==> src/rtl/rob_issue_queue_pkg.sv <==
// Shared widths for the ROB-to-issue path and the issue queue sizing.
package rob_issue_queue_pkg;

    localparam int ROB_ADDR_WIDTH = 6;
    localparam int OPGEN_WIDTH    = 6;
    localparam int DATA_BUS_WIDTH = 32;

    localparam int ISSUE_QUEUE_DEPTH = 4;

    function automatic int cnt_width(input int depth);
        return $clog2(depth) + 1;
    endfunction

    localparam int ISSUE_QUEUE_CNT_WIDTH = cnt_width(ISSUE_QUEUE_DEPTH);

endpackage

==> src/rtl/rob_issue_queue_if.sv <==
// Enqueue, CDB and issue signals between the ROB/II register, the CDB and the EX stage.
interface rob_issue_queue_if
    import rob_issue_queue_pkg::*;
#(
    parameter int DEPTH          = ISSUE_QUEUE_DEPTH,
    parameter int ROB_ADDR_WIDTH = rob_issue_queue_pkg::ROB_ADDR_WIDTH,
    parameter int OPGEN_WIDTH    = rob_issue_queue_pkg::OPGEN_WIDTH,
    parameter int DATA_WIDTH     = DATA_BUS_WIDTH
);
    localparam int CNT_W = cnt_width(DEPTH);

    logic                      can_issue_in;
    logic                      in_ready;
    logic [ROB_ADDR_WIDTH-1:0] rob_addr_in;
    logic [OPGEN_WIDTH-1:0]    opgen_in;
    logic                      operand_is_ref_1_in;
    logic                      operand_is_ref_2_in;
    logic [DATA_WIDTH-1:0]     operand_data_1_in;
    logic [DATA_WIDTH-1:0]     operand_data_2_in;
    logic [DATA_WIDTH-1:0]     pc_in;

    logic                      cdb_valid;
    logic [ROB_ADDR_WIDTH-1:0] cdb_rob_addr;
    logic [DATA_WIDTH-1:0]     cdb_data;

    logic                      issue_valid;
    logic                      issue_ready;
    logic [ROB_ADDR_WIDTH-1:0] issue_rob_addr;
    logic [OPGEN_WIDTH-1:0]    issue_opgen;
    logic [DATA_WIDTH-1:0]     issue_pc;
    logic [DATA_WIDTH-1:0]     issue_operand_1;
    logic [DATA_WIDTH-1:0]     issue_operand_2;

    logic [CNT_W-1:0]          count;

    modport master (
        output can_issue_in, rob_addr_in, opgen_in, operand_is_ref_1_in,
               operand_is_ref_2_in, operand_data_1_in, operand_data_2_in, pc_in,
               cdb_valid, cdb_rob_addr, cdb_data, issue_ready,
        input  in_ready, issue_valid, issue_rob_addr, issue_opgen, issue_pc,
               issue_operand_1, issue_operand_2, count
    );

    modport slave (
        input  can_issue_in, rob_addr_in, opgen_in, operand_is_ref_1_in,
               operand_is_ref_2_in, operand_data_1_in, operand_data_2_in, pc_in,
               cdb_valid, cdb_rob_addr, cdb_data, issue_ready,
        output in_ready, issue_valid, issue_rob_addr, issue_opgen, issue_pc,
               issue_operand_1, issue_operand_2, count
    );

endinterface

==> src/rtl/rob_issue_select.sv <==
// Priority encoder: index of the lowest (oldest) set bit of the ready mask.
module rob_issue_select #(
    parameter int DEPTH = 4,
    parameter int IDX_W = $clog2(DEPTH)
) (
    input  logic [DEPTH-1:0] ready,
    output logic [IDX_W-1:0] idx,
    output logic             found
);

    always_comb begin
        idx   = '0;
        found = 1'b0;
        for (int i = DEPTH - 1; i >= 0; i--) begin
            if (ready[i]) begin
                idx   = IDX_W'(i);
                found = 1'b1;
            end
        end
    end

endmodule

==> src/rtl/rob_issue_queue.sv <==
// Compacting age-ordered issue queue with CDB wakeup and oldest-ready issue to EX.
module rob_issue_queue
    import rob_issue_queue_pkg::*;
#(
    parameter int DEPTH          = ISSUE_QUEUE_DEPTH,
    parameter int ROB_ADDR_WIDTH = rob_issue_queue_pkg::ROB_ADDR_WIDTH,
    parameter int OPGEN_WIDTH    = rob_issue_queue_pkg::OPGEN_WIDTH,
    parameter int DATA_WIDTH     = DATA_BUS_WIDTH
) (
    input logic              clk,
    input logic              rst,
    input logic              flush,
    rob_issue_queue_if.slave q
);

    localparam int IDX_W = $clog2(DEPTH);
    localparam int CNT_W = cnt_width(DEPTH);

    logic [DEPTH-1:0]          vld, ref1, ref2;
    logic [ROB_ADDR_WIDTH-1:0] rob  [DEPTH];
    logic [OPGEN_WIDTH-1:0]    opg  [DEPTH];
    logic [DATA_WIDTH-1:0]     pc   [DEPTH];
    logic [DATA_WIDTH-1:0]     d1   [DEPTH];
    logic [DATA_WIDTH-1:0]     d2   [DEPTH];
    logic [CNT_W-1:0]          cnt;

    logic [DEPTH-1:0]          vld_n, ref1_n, ref2_n;
    logic [ROB_ADDR_WIDTH-1:0] rob_n [DEPTH];
    logic [OPGEN_WIDTH-1:0]    opg_n [DEPTH];
    logic [DATA_WIDTH-1:0]     pc_n  [DEPTH];
    logic [DATA_WIDTH-1:0]     d1_n  [DEPTH];
    logic [DATA_WIDTH-1:0]     d2_n  [DEPTH];

    logic [DEPTH-1:0] rdy_mask;
    logic [IDX_W-1:0] sel;
    logic             found;
    logic             enq, deq;
    logic             in_ref1, in_ref2;
    logic [CNT_W-1:0] wptr;

    always_comb begin
        for (int i = 0; i < DEPTH; i++) begin
            rdy_mask[i] = vld[i] & ~ref1[i] & ~ref2[i];
        end
    end

    rob_issue_select #(.DEPTH(DEPTH), .IDX_W(IDX_W)) u_select (
        .ready (rdy_mask),
        .idx   (sel),
        .found (found)
    );

    assign q.in_ready = (cnt != CNT_W'(DEPTH));
    assign enq        = q.can_issue_in & q.in_ready;
    assign deq        = found & q.issue_ready;
    assign wptr       = cnt - CNT_W'(deq);

    // Incoming operands see the same CDB broadcast as the stored entries.
    assign in_ref1 = q.operand_is_ref_1_in &&
                     !(q.cdb_valid && q.operand_data_1_in[ROB_ADDR_WIDTH-1:0] == q.cdb_rob_addr);
    assign in_ref2 = q.operand_is_ref_2_in &&
                     !(q.cdb_valid && q.operand_data_2_in[ROB_ADDR_WIDTH-1:0] == q.cdb_rob_addr);

    assign q.issue_valid     = found;
    assign q.issue_rob_addr  = found ? rob[sel] : '0;
    assign q.issue_opgen     = found ? opg[sel] : '0;
    assign q.issue_pc        = found ? pc[sel]  : '0;
    assign q.issue_operand_1 = found ? d1[sel]  : '0;
    assign q.issue_operand_2 = found ? d2[sel]  : '0;
    assign q.count           = cnt;

    always_comb begin
        vld_n  = vld;
        ref1_n = ref1;
        ref2_n = ref2;
        rob_n  = rob;
        opg_n  = opg;
        pc_n   = pc;
        d1_n   = d1;
        d2_n   = d2;

        for (int i = 0; i < DEPTH; i++) begin
            if (q.cdb_valid && vld[i] && ref1[i] && d1[i][ROB_ADDR_WIDTH-1:0] == q.cdb_rob_addr) begin
                ref1_n[i] = 1'b0;
                d1_n[i]   = q.cdb_data;
            end
            if (q.cdb_valid && vld[i] && ref2[i] && d2[i][ROB_ADDR_WIDTH-1:0] == q.cdb_rob_addr) begin
                ref2_n[i] = 1'b0;
                d2_n[i]   = q.cdb_data;
            end
        end

        // Close the gap left by the issued entry; woken values shift with it.
        if (deq) begin
            for (int i = 0; i < DEPTH - 1; i++) begin
                if (i >= int'(sel)) begin
                    vld_n[i]  = vld_n[i+1];
                    ref1_n[i] = ref1_n[i+1];
                    ref2_n[i] = ref2_n[i+1];
                    rob_n[i]  = rob_n[i+1];
                    opg_n[i]  = opg_n[i+1];
                    pc_n[i]   = pc_n[i+1];
                    d1_n[i]   = d1_n[i+1];
                    d2_n[i]   = d2_n[i+1];
                end
            end
            vld_n[DEPTH-1] = 1'b0;
        end

        if (enq) begin
            for (int i = 0; i < DEPTH; i++) begin
                if (i == int'(wptr)) begin
                    vld_n[i]  = 1'b1;
                    ref1_n[i] = in_ref1;
                    ref2_n[i] = in_ref2;
                    rob_n[i]  = q.rob_addr_in;
                    opg_n[i]  = q.opgen_in;
                    pc_n[i]   = q.pc_in;
                    d1_n[i]   = in_ref1 ? q.operand_data_1_in : (q.operand_is_ref_1_in ? q.cdb_data : q.operand_data_1_in);
                    d2_n[i]   = in_ref2 ? q.operand_data_2_in : (q.operand_is_ref_2_in ? q.cdb_data : q.operand_data_2_in);
                end
            end
        end
    end

    always_ff @(posedge clk) begin
        if (!rst || flush) begin
            vld <= '0;
            cnt <= '0;
        end else begin
            vld <= vld_n;
            cnt <= cnt + CNT_W'(enq) - CNT_W'(deq);
        end
    end

    // Payload is qualified by vld, so it needs no reset.
    always_ff @(posedge clk) begin
        ref1 <= ref1_n;
        ref2 <= ref2_n;
        rob  <= rob_n;
        opg  <= opg_n;
        pc   <= pc_n;
        d1   <= d1_n;
        d2   <= d2_n;
    end

endmodule

==> src/flat_wrapper.sv <==
// flat-port wrapper written by rule: the top's interface ports become plain ports
module rob_issue_queue_flat import rob_issue_queue_pkg::*;
#(
    parameter int DEPTH          = ISSUE_QUEUE_DEPTH,
    parameter int ROB_ADDR_WIDTH = rob_issue_queue_pkg::ROB_ADDR_WIDTH,
    parameter int OPGEN_WIDTH    = rob_issue_queue_pkg::OPGEN_WIDTH,
    parameter int DATA_WIDTH     = DATA_BUS_WIDTH
)
  (clk, rst, flush, q_can_issue_in, q_rob_addr_in, q_opgen_in, q_operand_is_ref_1_in, q_operand_is_ref_2_in, q_operand_data_1_in, q_operand_data_2_in, q_pc_in, q_cdb_valid, q_cdb_rob_addr, q_cdb_data, q_issue_ready, q_in_ready, q_issue_valid, q_issue_rob_addr, q_issue_opgen, q_issue_pc, q_issue_operand_1, q_issue_operand_2, q_count);
  rob_issue_queue_if #(.DEPTH(DEPTH), .ROB_ADDR_WIDTH(ROB_ADDR_WIDTH), .OPGEN_WIDTH(OPGEN_WIDTH), .DATA_WIDTH(DATA_WIDTH)) q_i ();
  input logic clk;
  input logic rst;
  input logic flush;
  input wire logic [$bits(q_i.can_issue_in)-1:0] q_can_issue_in;
  input wire logic [$bits(q_i.rob_addr_in)-1:0] q_rob_addr_in;
  input wire logic [$bits(q_i.opgen_in)-1:0] q_opgen_in;
  input wire logic [$bits(q_i.operand_is_ref_1_in)-1:0] q_operand_is_ref_1_in;
  input wire logic [$bits(q_i.operand_is_ref_2_in)-1:0] q_operand_is_ref_2_in;
  input wire logic [$bits(q_i.operand_data_1_in)-1:0] q_operand_data_1_in;
  input wire logic [$bits(q_i.operand_data_2_in)-1:0] q_operand_data_2_in;
  input wire logic [$bits(q_i.pc_in)-1:0] q_pc_in;
  input wire logic [$bits(q_i.cdb_valid)-1:0] q_cdb_valid;
  input wire logic [$bits(q_i.cdb_rob_addr)-1:0] q_cdb_rob_addr;
  input wire logic [$bits(q_i.cdb_data)-1:0] q_cdb_data;
  input wire logic [$bits(q_i.issue_ready)-1:0] q_issue_ready;
  output wire logic [$bits(q_i.in_ready)-1:0] q_in_ready;
  output wire logic [$bits(q_i.issue_valid)-1:0] q_issue_valid;
  output wire logic [$bits(q_i.issue_rob_addr)-1:0] q_issue_rob_addr;
  output wire logic [$bits(q_i.issue_opgen)-1:0] q_issue_opgen;
  output wire logic [$bits(q_i.issue_pc)-1:0] q_issue_pc;
  output wire logic [$bits(q_i.issue_operand_1)-1:0] q_issue_operand_1;
  output wire logic [$bits(q_i.issue_operand_2)-1:0] q_issue_operand_2;
  output wire logic [$bits(q_i.count)-1:0] q_count;
  assign q_i.can_issue_in = q_can_issue_in;
  assign q_i.rob_addr_in = q_rob_addr_in;
  assign q_i.opgen_in = q_opgen_in;
  assign q_i.operand_is_ref_1_in = q_operand_is_ref_1_in;
  assign q_i.operand_is_ref_2_in = q_operand_is_ref_2_in;
  assign q_i.operand_data_1_in = q_operand_data_1_in;
  assign q_i.operand_data_2_in = q_operand_data_2_in;
  assign q_i.pc_in = q_pc_in;
  assign q_i.cdb_valid = q_cdb_valid;
  assign q_i.cdb_rob_addr = q_cdb_rob_addr;
  assign q_i.cdb_data = q_cdb_data;
  assign q_i.issue_ready = q_issue_ready;
  assign q_in_ready = q_i.in_ready;
  assign q_issue_valid = q_i.issue_valid;
  assign q_issue_rob_addr = q_i.issue_rob_addr;
  assign q_issue_opgen = q_i.issue_opgen;
  assign q_issue_pc = q_i.issue_pc;
  assign q_issue_operand_1 = q_i.issue_operand_1;
  assign q_issue_operand_2 = q_i.issue_operand_2;
  assign q_count = q_i.count;
  rob_issue_queue #(.DEPTH(DEPTH), .ROB_ADDR_WIDTH(ROB_ADDR_WIDTH), .OPGEN_WIDTH(OPGEN_WIDTH), .DATA_WIDTH(DATA_WIDTH)) u_core (.clk(clk), .rst(rst), .flush(flush), .q(q_i));
endmodule
==> config.mk <==
export PLATFORM = sky130hd
export DESIGN_NAME = rob_issue_queue_flat
export DESIGN_NICKNAME = d
export VERILOG_FILES = /design/src/rtl/rob_issue_queue_pkg.sv /design/src/rtl/rob_issue_queue_if.sv /design/src/rtl/rob_issue_select.sv /design/src/rtl/rob_issue_queue.sv /design/src/flat_wrapper.sv
export SDC_FILE = /design/constraint.sdc
export NUM_CORES = 1
export LEC_CHECK = 0
export CORE_MARGIN = 5
export CORE_UTILIZATION = 44
export DETAILED_ROUTE_END_ITERATION = 7
export PLACE_DENSITY = 0.7
export SKIP_CTS_REPAIR_TIMING = 1
export SLEW_MARGIN = 20
export SYNTH_ARGS = -nofsm -noshare
export SYNTH_HDL_FRONTEND = slang
export SYNTH_SLANG_ARGS = --single-unit
==> constraint.sdc <==
create_clock -name clk -period 3.7 [get_ports clk]
set_input_delay 0.925 -clock clk [delete_from_list [all_inputs] [get_ports clk]]
set_output_delay 0.925 -clock clk [all_outputs]
set_load 0.05 [all_outputs]
==> results of run 1 <==
Yosys cell counts (all sizes together), types with 68 or more instances:
cell / count
inv: 73
o21ai: 146
o31ai: 193
mux4: 108
and2: 110
mux2i: 137
dfxtp: 403
o211ai: 192
and4: 68
clkbuf: 207
buf: 130
a31oi: 70
nand3: 161
o22ai: 192
a21oi: 196
report_power, final:
part	internal, W	switching, W	leakage (nW)
clock network	0.00289	0.00213	0.808
logic	0.00257	0.00240	7.48
registers	0.00669	0.00147	3.78
total	0.0121	0.00601	12.1
registers in the layout, indices dropped and copies added (netlist names):
name	count
u_core.pc	128
u_core.ref1	4
u_core.d1	128
u_core.vld	4
u_core.d2	128
u_core.opg	24
u_core.ref2	4
u_core.q.count	3
u_core.rob	24
per-stage QoR:
stage                     instances  setup WS, ps  power [W]  hold slack (ps)
after CTS                      3626          -464     0.0178              505
after detailed placement       3534           160     0.0129              518
after floorplan                2714          16.2     0.0112              470
after global routing           3671          -279     0.0188              508
final                          3673          -180     0.0182              501
after global placement         3534           183     0.0125              500
per-layer routing:
metal / track usage, % / routed length, um / vias to the layer above
met3: 7.00 / 13100 / 433
met1: 39.1 / 39100 / 12658
met5: 0.902 / 61 / -
li1: - / - / 11010
met4: 16.9 / 6130 / 8
met2: 49.0 / 48300 / 2111
layout by cell type, fill, tap and decap left out, types with 59 or more instances in the layout:
master           Yosys  routed
dfxtp_1            403     398
a21oi_1            196     195
o22ai_1            192     192
o211ai_1           192     192
o31ai_1            193     192
nand3_1            161     161
clkdlybuf4s50_1      0     155
mux2i_1            136     135
o21ai_0            123     123
buf_4                7     109
mux4_2             108     108
and2_4               0      92
buf_6                9      81
inv_1               72      70
a31oi_1             70      70
or3_1               67      67
and4_1              68      66
o221a_2             64      64
clkbuf_16            0      59
logic make-up after synthesis:
kind of cell | count (synthesis) | share of synthesized area (%)
adders and majority gates | 4 | 0.224
DFF | 447 | 36.6
AOI/OAI and AO/OA | 1067 | 27.8
and+or+nand+nor | 477 | 11.6
muxes | 246 | 14.9
xor gates and xnor gates | 63 | 2.22
buffers and inverters | 410 | 6.71
critical path: cells and delay by family, from the launching register on:
| kind | cells | cell delay, ps |
|---|---|---|
| flip-flops | 1 | 370 |
| AND/OR/NAND/NOR | 3 | 780 |
| AO/OA/AOI/OAI | 1 | 140 |
| buffers and inverters | 3 | 480 |
| multiplexers | 1 | 570 |
final cells by class:
type                       count  area share, %
tap                          765           2.97
clock buffer                  76           4.56
sequential                   447           29.1
inverter                      73          0.873
multi-input combinational   1857           46.3
timing repair buffer         435           15.6
clock inverter                16          0.485
antenna                        4         0.0310
how the worst min path moves through the flow:
| stage | start | end |
|---|---|---|
| finish | u_core.vld[3] | u_core.vld[3] |
| global route | u_core.vld[3] | u_core.vld[3] |
| CTS | u_core.ref2[3] | u_core.ref2[2] |
| detailed placement | u_core.ref2[3] | u_core.ref2[3] |
| global placement | u_core.opg[23] | u_core.opg[23] |
| floorplan | u_core.vld[3] | u_core.vld[3] |
==> out/qor.txt, run 1 <==
Total Wirelength: 107 mm
DR WL/cell: 29.1 um
Netlist cell types: 60
row cnt: 88
CTS tree: yes
DP HPWL: 61.8 mm
CTS Buf Count: 50
final hold violations: 0
CP startpoint: u_core.vld[2]
worst path cell trace: or3b_4 -> a21oi_2 -> or2_4 -> buf_12 -> buf_12 -> mux4_2 -> and2_4 -> buf_6
EDFF count, synth: 44
top_reg_cell synth: dfxtp_1
largest net degree at the start of global routing: 110
die width: 252 um
FF-to-FF setup slack: 230 ps
Synth Instances: 2,714
register bit count reported by yosys: 447
initial core utilization: 44.4%
Final setup viols: 108
Crit Path Category: flop to output port
final instance area: 32,200 um^2
RSZ-0062 raised after global routing: yes
maximum VDD drop: 0.425 mV
Port Buf Inserts: 266
failing checks: setup timing
Hold Path Class: flop to flop
Mapped Avg Cell Area: 9.46 um^2
crit end category: output port
Worst-path clk slew: 60 ps
CP Launch Type: flop
Synth area leader: dfxtp_1
first-pass GRT wire length: 156 mm
hold depth: 2
Remaining DRCs: 0
sequential share of the synthesized area: 36.6%
cells on worst reg2reg path: 13
FF-to-FF Start: u_core.vld[2]
total negative slack: -13,260 ps
multi-input logic area: 14,900 um^2
Top Ports: 267
maximum clock path buffer count: 3
fin crit period: 3880 ps
Yosys top cell area share: 31.4%
CTS Root Cell: clkbuf_16
max frequency: 258 MHz
Core ar.: 57,800 um^2
main area contributors after synthesis: dfxtp_1, mux4_2, o31ai_1, o211ai_1, mux2i_1
Max H-tree Level: 2
Post-Syn Area: 25,700 um^2
slew at the pin closest to its max-slew limit: 885 ps
Final period util: 105%
setup ws final: -180 ps
CTS Sinks: 447
die area: 63,300 um^2
Area after DPL: 29,300 um^2
via count: 26,220
Most common cell on crit path: buf_12
Largest stage delay, worst path: 570 ps
Max-cap violations: 0
power per cell area: 563 nW/um^2
fill count: 4,964
GRT Total Usage: 30.9%
syn nets: 2,872
Final Util: 55.8%
fin nets: 3,022
Layout area overhead: 25.6%
slowest stage cell, crit path: mux4_2
worst setup path endpoint: q_issue_operand_1[0]
vias in the first global route: 26,203
Worst slew margin: 41.0%
Critical R2R Capture: u_core.d1[42]
Required @ worst endpoint: 2770 ps
status: finished with violations
gr ovfl total: 0
FF/Latch Area: 9400 um^2
initial antenna violation count: 7
Clk Latency, worst-skew pair: 610 ps
routed vias/inst: 7.14
layout cells sized above 1: 23.2%
routability cong.: 0.910
crit path DAT: 2960 ps
crit-path max FO: 8
Setup Skew: 27.1 ps
Initial DRC Count: 3,617
Detail Route Antenna Nets: 0
DIE HEIGHT: 252 um
Post-synth ARST share: 0%
Final Max Tran Viols: 0
DR pass1 iterations: 7
YS warnings: 0
Leakage: 12.1 nW
No activity file was read; power rests on OpenSTA's default activity.
==> run 2, diff against run 1 <==
--- a/config.mk
+++ b/config.mk
@@ -7,7 +7,9 @@
 export LEC_CHECK = 0
 export CORE_MARGIN = 5
 export CORE_UTILIZATION = 44
+export CTS_CLUSTER_SIZE = 24
 export DETAILED_ROUTE_END_ITERATION = 7
+export MAX_ROUTING_LAYER = met4
 export PLACE_DENSITY = 0.7
 export SKIP_CTS_REPAIR_TIMING = 1
 export SLEW_MARGIN = 20
==> run 2 against run 1 <==
  * The run ends with DRC, setup timing left
  * Core utilization decreased by 0.16 points
  * Clock power increased by 5.4%
  * Die area unchanged
  * Via count increased by 0.44%
  * Highest routed layer is now met4
  * Non-clock buffer count increased by 2
==> out/qor.txt, run 2 (synthesized netlist as in run 1, its figures left out) <==
Max H-tree Level: 2 (unchanged)
FF-to-FF Start: u_core.vld[2] (unchanged)
worst path cell trace: or3b_4 -> a21oi_2 -> or2_4 -> buf_12 -> buf_12 -> clkbuf_16 -> mux4_2 -> and2_4 -> buf_6 (was or3b_4 -> a21oi_2 -> or2_4 -> buf_12 -> buf_12 -> mux4_2 -> and2_4 -> buf_6)
status: finished with violations (unchanged)
Initial DRC Count: 3,853 (was 3,617)
power per cell area: 573 nW/um^2 (was 563 nW/um^2)
final hold violations: 0 (unchanged)
GRT Total Usage: 31.9% (was 30.9%)
Critical R2R Capture: u_core.d1[102] (was u_core.d1[42])
RSZ-0062 raised after global routing: yes (unchanged)
Total Wirelength: 107 mm (about the same)
max frequency: 257 MHz (was 258 MHz)
largest net degree at the start of global routing: 110 (unchanged)
Setup Skew: 29.0 ps (was 27.1 ps)
setup ws final: -190 ps (was -180 ps)
vias in the first global route: 26,391 (was 26,203)
worst-case hold slack: 516 ps (was 501 ps)
CTS Buf Count: 51 (was 50)
routed vias/inst: 7.16 (was 7.14)
first-pass GRT wire length: 156 mm (about the same)
Top Ports: 267 (unchanged)
hold_sp: u_core.ref2[3] (was u_core.vld[3])
Port Buf Inserts: 266 (unchanged)
CTS Sinks: 447 (unchanged)
Remaining DRCs: 1 (was 0)
DP HPWL: 61.2 mm (was 61.8 mm)
Critical Path Stages: 9 (was 8)
crit path DAT: 2960 ps (about the same)
DR WL/cell: 29.0 um (was 29.1 um)
DIE HEIGHT: 252 um (unchanged)
die width: 252 um (unchanged)
Clk Latency, worst-skew pair: 620 ps (was 610 ps)
fin crit period: 3890 ps (was 3880 ps)
slew at the pin closest to its max-slew limit: 897 ps (was 885 ps)
CP Launch Type: flop (unchanged)
Final period util: 105% (about the same)
maximum VDD drop: 0.395 mV (was 0.425 mV)
Worst slew margin: 40.2% (was 41.0%)
crit-path max FO: 8 (unchanged)
initial antenna violation count: 8 (was 7)
maximum clock path buffer count: 3 (unchanged)
WP buf/inv: 4 (was 3)
Hold Crit Endpoint: u_core.ref2[3] (was u_core.vld[3])
commonest cells after routing, fill and taps aside: dfxtp_1, a21oi_1, o22ai_1, o211ai_1, o31ai_1 (unchanged)
Detail Route Antenna Nets: 0 (unchanged)
Layout area overhead: 25.2% (was 25.6%)
cells on worst reg2reg path: 15 (was 13)
Core ar.: 57,800 um^2 (unchanged)
gr ovfl total: 0 (unchanged)
biggest regs: u_core.d1 x128, u_core.d2 x128, u_core.pc x128 (unchanged)
routability cong.: 0.919 (was 0.910)
initial core utilization: 44.4% (unchanged)
CTS Root Cell: clkbuf_16 (unchanged)
Worst-path clk slew: 60 ps (about the same)
Final setup viols: 108 (unchanged)
failing checks: DRC, setup timing (was setup timing)
slowest stage cell, crit path: mux4_2 (unchanged)
layout cells sized above 1: 22.3% (was 23.2%)
Hold Path Class: flop to flop (unchanged)
delay-heaviest family, CP: simple AND/OR/NAND/NOR gates (unchanged)
hold depth: 2 (unchanged)
Max-cap violations: 0 (unchanged)
CTS tree: yes (unchanged)
Largest stage delay, worst path: 540 ps (was 570 ps)
row cnt: 88 (unchanged)
FF-to-FF setup slack: 360 ps (was 230 ps)
DR pass1 iterations: 8 (was 7)
Required @ worst endpoint: 2770 ps (about the same)
Most common cell on crit path: buf_12 (unchanged)
Final Power: 0.0184 W (was 0.0182 W)
fin nets: 3,025 (was 3,022)
via count: 26,336 (was 26,220)
Leakage: 12.1 nW (about the same)
die area: 63,300 um^2 (unchanged)
Crit Path Category: flop to output port (unchanged)
Final Max Tran Viols: 0 (unchanged)
crit end category: output port (unchanged)
most common cell after layout, fill and taps aside: dfxtp_1 (unchanged)
[run 2: changes by cell type in the layout (fill, tap and decap cells not counted), sizes merged]
cell      change
buf           -1
inv           +1
clkinv        -2
clkinvlp      +1
clkbuf        +1
diode         +4
bufinv        +2
[run 2: worst min-delay path: cells and delay by family, from the launching register on]
kind,cells,cell delay (ps)
AOI/OAI and AO/OA,1,70
DFF,1,340
and+or+nand+nor,1,60
[run 2: power by group]
group | internal (W) | switching (W) | total (W)
Sequential | 0.00669 | 0.00146 | 0.00815
Clock | 0.00311 | 0.00218 | 0.00529
Combinational | 0.00255 | 0.00242 | 0.00497
Total | 0.0124 | 0.00606 | 0.0184
[run 2: how the worst max path moves through the flow]
stage | startpoint | endpoint | slack [ps]
6_report | u_core.vld[2] | q_issue_pc[4] | -190
5_1_grt | u_core.vld[2] | q_issue_operand_2[26] | -280
3_3_place_gp | u_core.vld[3] | q_issue_operand_2[31] | 240
2_1_floorplan | u_core.vld[1] | u_core.opg[0] | 20
4_1_cts | u_core.vld[2] | q_issue_pc[27] | -460
3_5_place_dp | q_issue_ready | u_core.d1[4] | 160
[run 2: layout make-up]
type	instances	area (um^2)
clock inverters	18	214
diodes	8	20.0
repair buffers	437	4920
well taps	765	957
multi-input cells	1857	14800
inverters	73	282
flip-flops and latches	447	9400
clock buffers	74	1510
fillers	4978	25600
[run 2: routing by layer]
layer / wire length, um / track usage [%] / up-vias / part of all wire, %
met4: 6000 / 17.0 / 0 / 5.6
met5: 0 / - / - / 0
li1: - / - / 11025 / -
met2: 48600 / 48.9 / 2153 / 46
met3: 13000 / 7.48 / 438 / 12
met1: 39100 / 39.2 / 12720 / 37
[run 2: metrics by stage]
stage	TNS [ps]	instances	setup slack [ps]	utilization, %	area [um^2]
after CTS	-39740	3619	-460	53.6	31000
after global routing	-22240	3679	-279	55.6	32200
final	-13590	3679	-190	55.6	32200
after floorplan	0	2714	16.2	-	25700
after detailed placement	0	3527	160	50.6	29200
after global placement	0	3527	239	50.6	29200
==> RTL change, RTL diff (config.mk and constraints of run 1) <==
Set the package constant `ROB_ADDR_WIDTH` to 4 (it was 6).
--- a/src/rtl/rob_issue_queue_pkg.sv
+++ b/src/rtl/rob_issue_queue_pkg.sv
@@ -1,7 +1,7 @@
 // Shared widths for the ROB-to-issue path and the issue queue sizing.
 package rob_issue_queue_pkg;
 
-    localparam int ROB_ADDR_WIDTH = 6;
+    localparam int ROB_ADDR_WIDTH = 4;
     localparam int OPGEN_WIDTH    = 6;
     localparam int DATA_BUS_WIDTH = 32;
 
Interface: changed (resized q_cdb_rob_addr, q_issue_rob_addr and q_rob_addr_in); port bits go from 267 to 261. No check against the original RTL was run, so the function may have changed too.
==> RTL change against run 1 <==
- the run still ends with negative setup slack left
- sequential cell count fell by 8
- critical path depth rose by 2
- clock skew fell by 5.5 ps
- non-clock buffer count fell by 5
- die area fell by 7.5%
- combinational power rose by 5.0%
- power barely moved
- wire length fell by 9.9%
- cell area fell by 0.28%
- worst setup slack improved by 120 ps
- synthesized area fell by 7.8%
- worst hold slack got worse by 25 ps
- largest cell class unchanged
- largest power group unchanged
==> RTL change: results (changes against run 1) <==
metric,value,unit,change
final setup TNS,-671,ps,was -13260 ps
"top cells by area, synth","dfxtp_1 (34%), mux2i_1 (11%), nand2_1 (6.7%)",,"was dfxtp_1 (31%), mux4_2 (9.5%), o31ai_1 (5.6%)"
Gate Count Post-Synth,2745,,was 2714
failing checks,negative setup slack,,unchanged
Worst setup endpoint,q_issue_operand_2[30],,was q_issue_operand_1[0]
GRT met3 Usage,5.25,%,was 7.00%
detailed placement HPWL,56900,um,was 61800 um
1st-pass router iterations,6,,was 7
Post-Route M1 WL,37300,um,was 39100 um
post-synthesis sequential area ratio,38.9,%,was 36.6%
IO Port Bufs,260,,was 266
worst flop-to-flop path startpoint,u_core.vld[0]$_SDFF_PP0_,,was u_core.vld[2]$_SDFF_PP0_
status,finished with violations,,unchanged
combinational power share,28.8,%,was 27.4%
# setup viols final,39,,was 108
Wirelength per Cell,26.0,um,was 29.1 um
syn nets,2899,,was 2872
Tot Pwr,18.1,mW,was 18.2 mW
gr usage total,28.9,%,was 30.9%
dpl ws,-5.69,ps,was 160 ps
critical path arrival,2840,ps,was 2960 ps
final worst-path setup slack,-61.8,ps,was -180 ps
flop2flop setup slack,350,ps,was 230 ps
peak supply drop,0.414,mV,was 0.425 mV
first-pass GRT wire length,137000,um,was 156000 um
Hold Path Sink,u_core.pc[125]$_DFF_P_,,was u_core.vld[3]$_SDFF_PP0_
wire length on met2,44900,um,was 48300 um
Placed Cells,3547,,was 3534
most frequent cells after synthesis,"nand2_1 (420), dfxtp_1 (397), mux2i_1 (263), nor2_1 (237), clkbuf_1 (173)",,"was dfxtp_1 (403), clkbuf_1 (207), a21oi_1 (196), o31ai_1 (193)"
-- RTL change: critical path, stage by stage (launching register included) --
cell and delay, ps:
dfxtp_2 350, nor3b_4 300, buf_6 150, nand2_4 60, a21oi_4 170, buf_12 200
clkbuf_16 210, mux2_2 210, nor2_4 50, a211oi_4 320, buf_12 190
-- RTL change: area by class of cell --
cell class | instances | area, sq um | share of cell area, %
clock inverters | 24 | 273 | 0.848
clock buffers | 69 | 1430 | 4.46
repair buffers | 430 | 5950 | 18.5
diodes | 8 | 20.0 | 0.0622
well taps | 696 | 871 | 2.71
flip-flops and latches | 439 | 9220 | 28.7
inverters | 44 | 168 | 0.521
multi-input cells | 1988 | 14200 | 44.2
-- RTL change: cells by family after synthesis --
logic type / share of synthesized area [%]
DFF: 38.9
adders and majority gates: 0.243
AOI/OAI and AO/OA: 20.5
xor gates and xnor gates: 1.67
buffers and inverters: 5.50
muxes: 16.8
and+or+nand+nor: 16.4
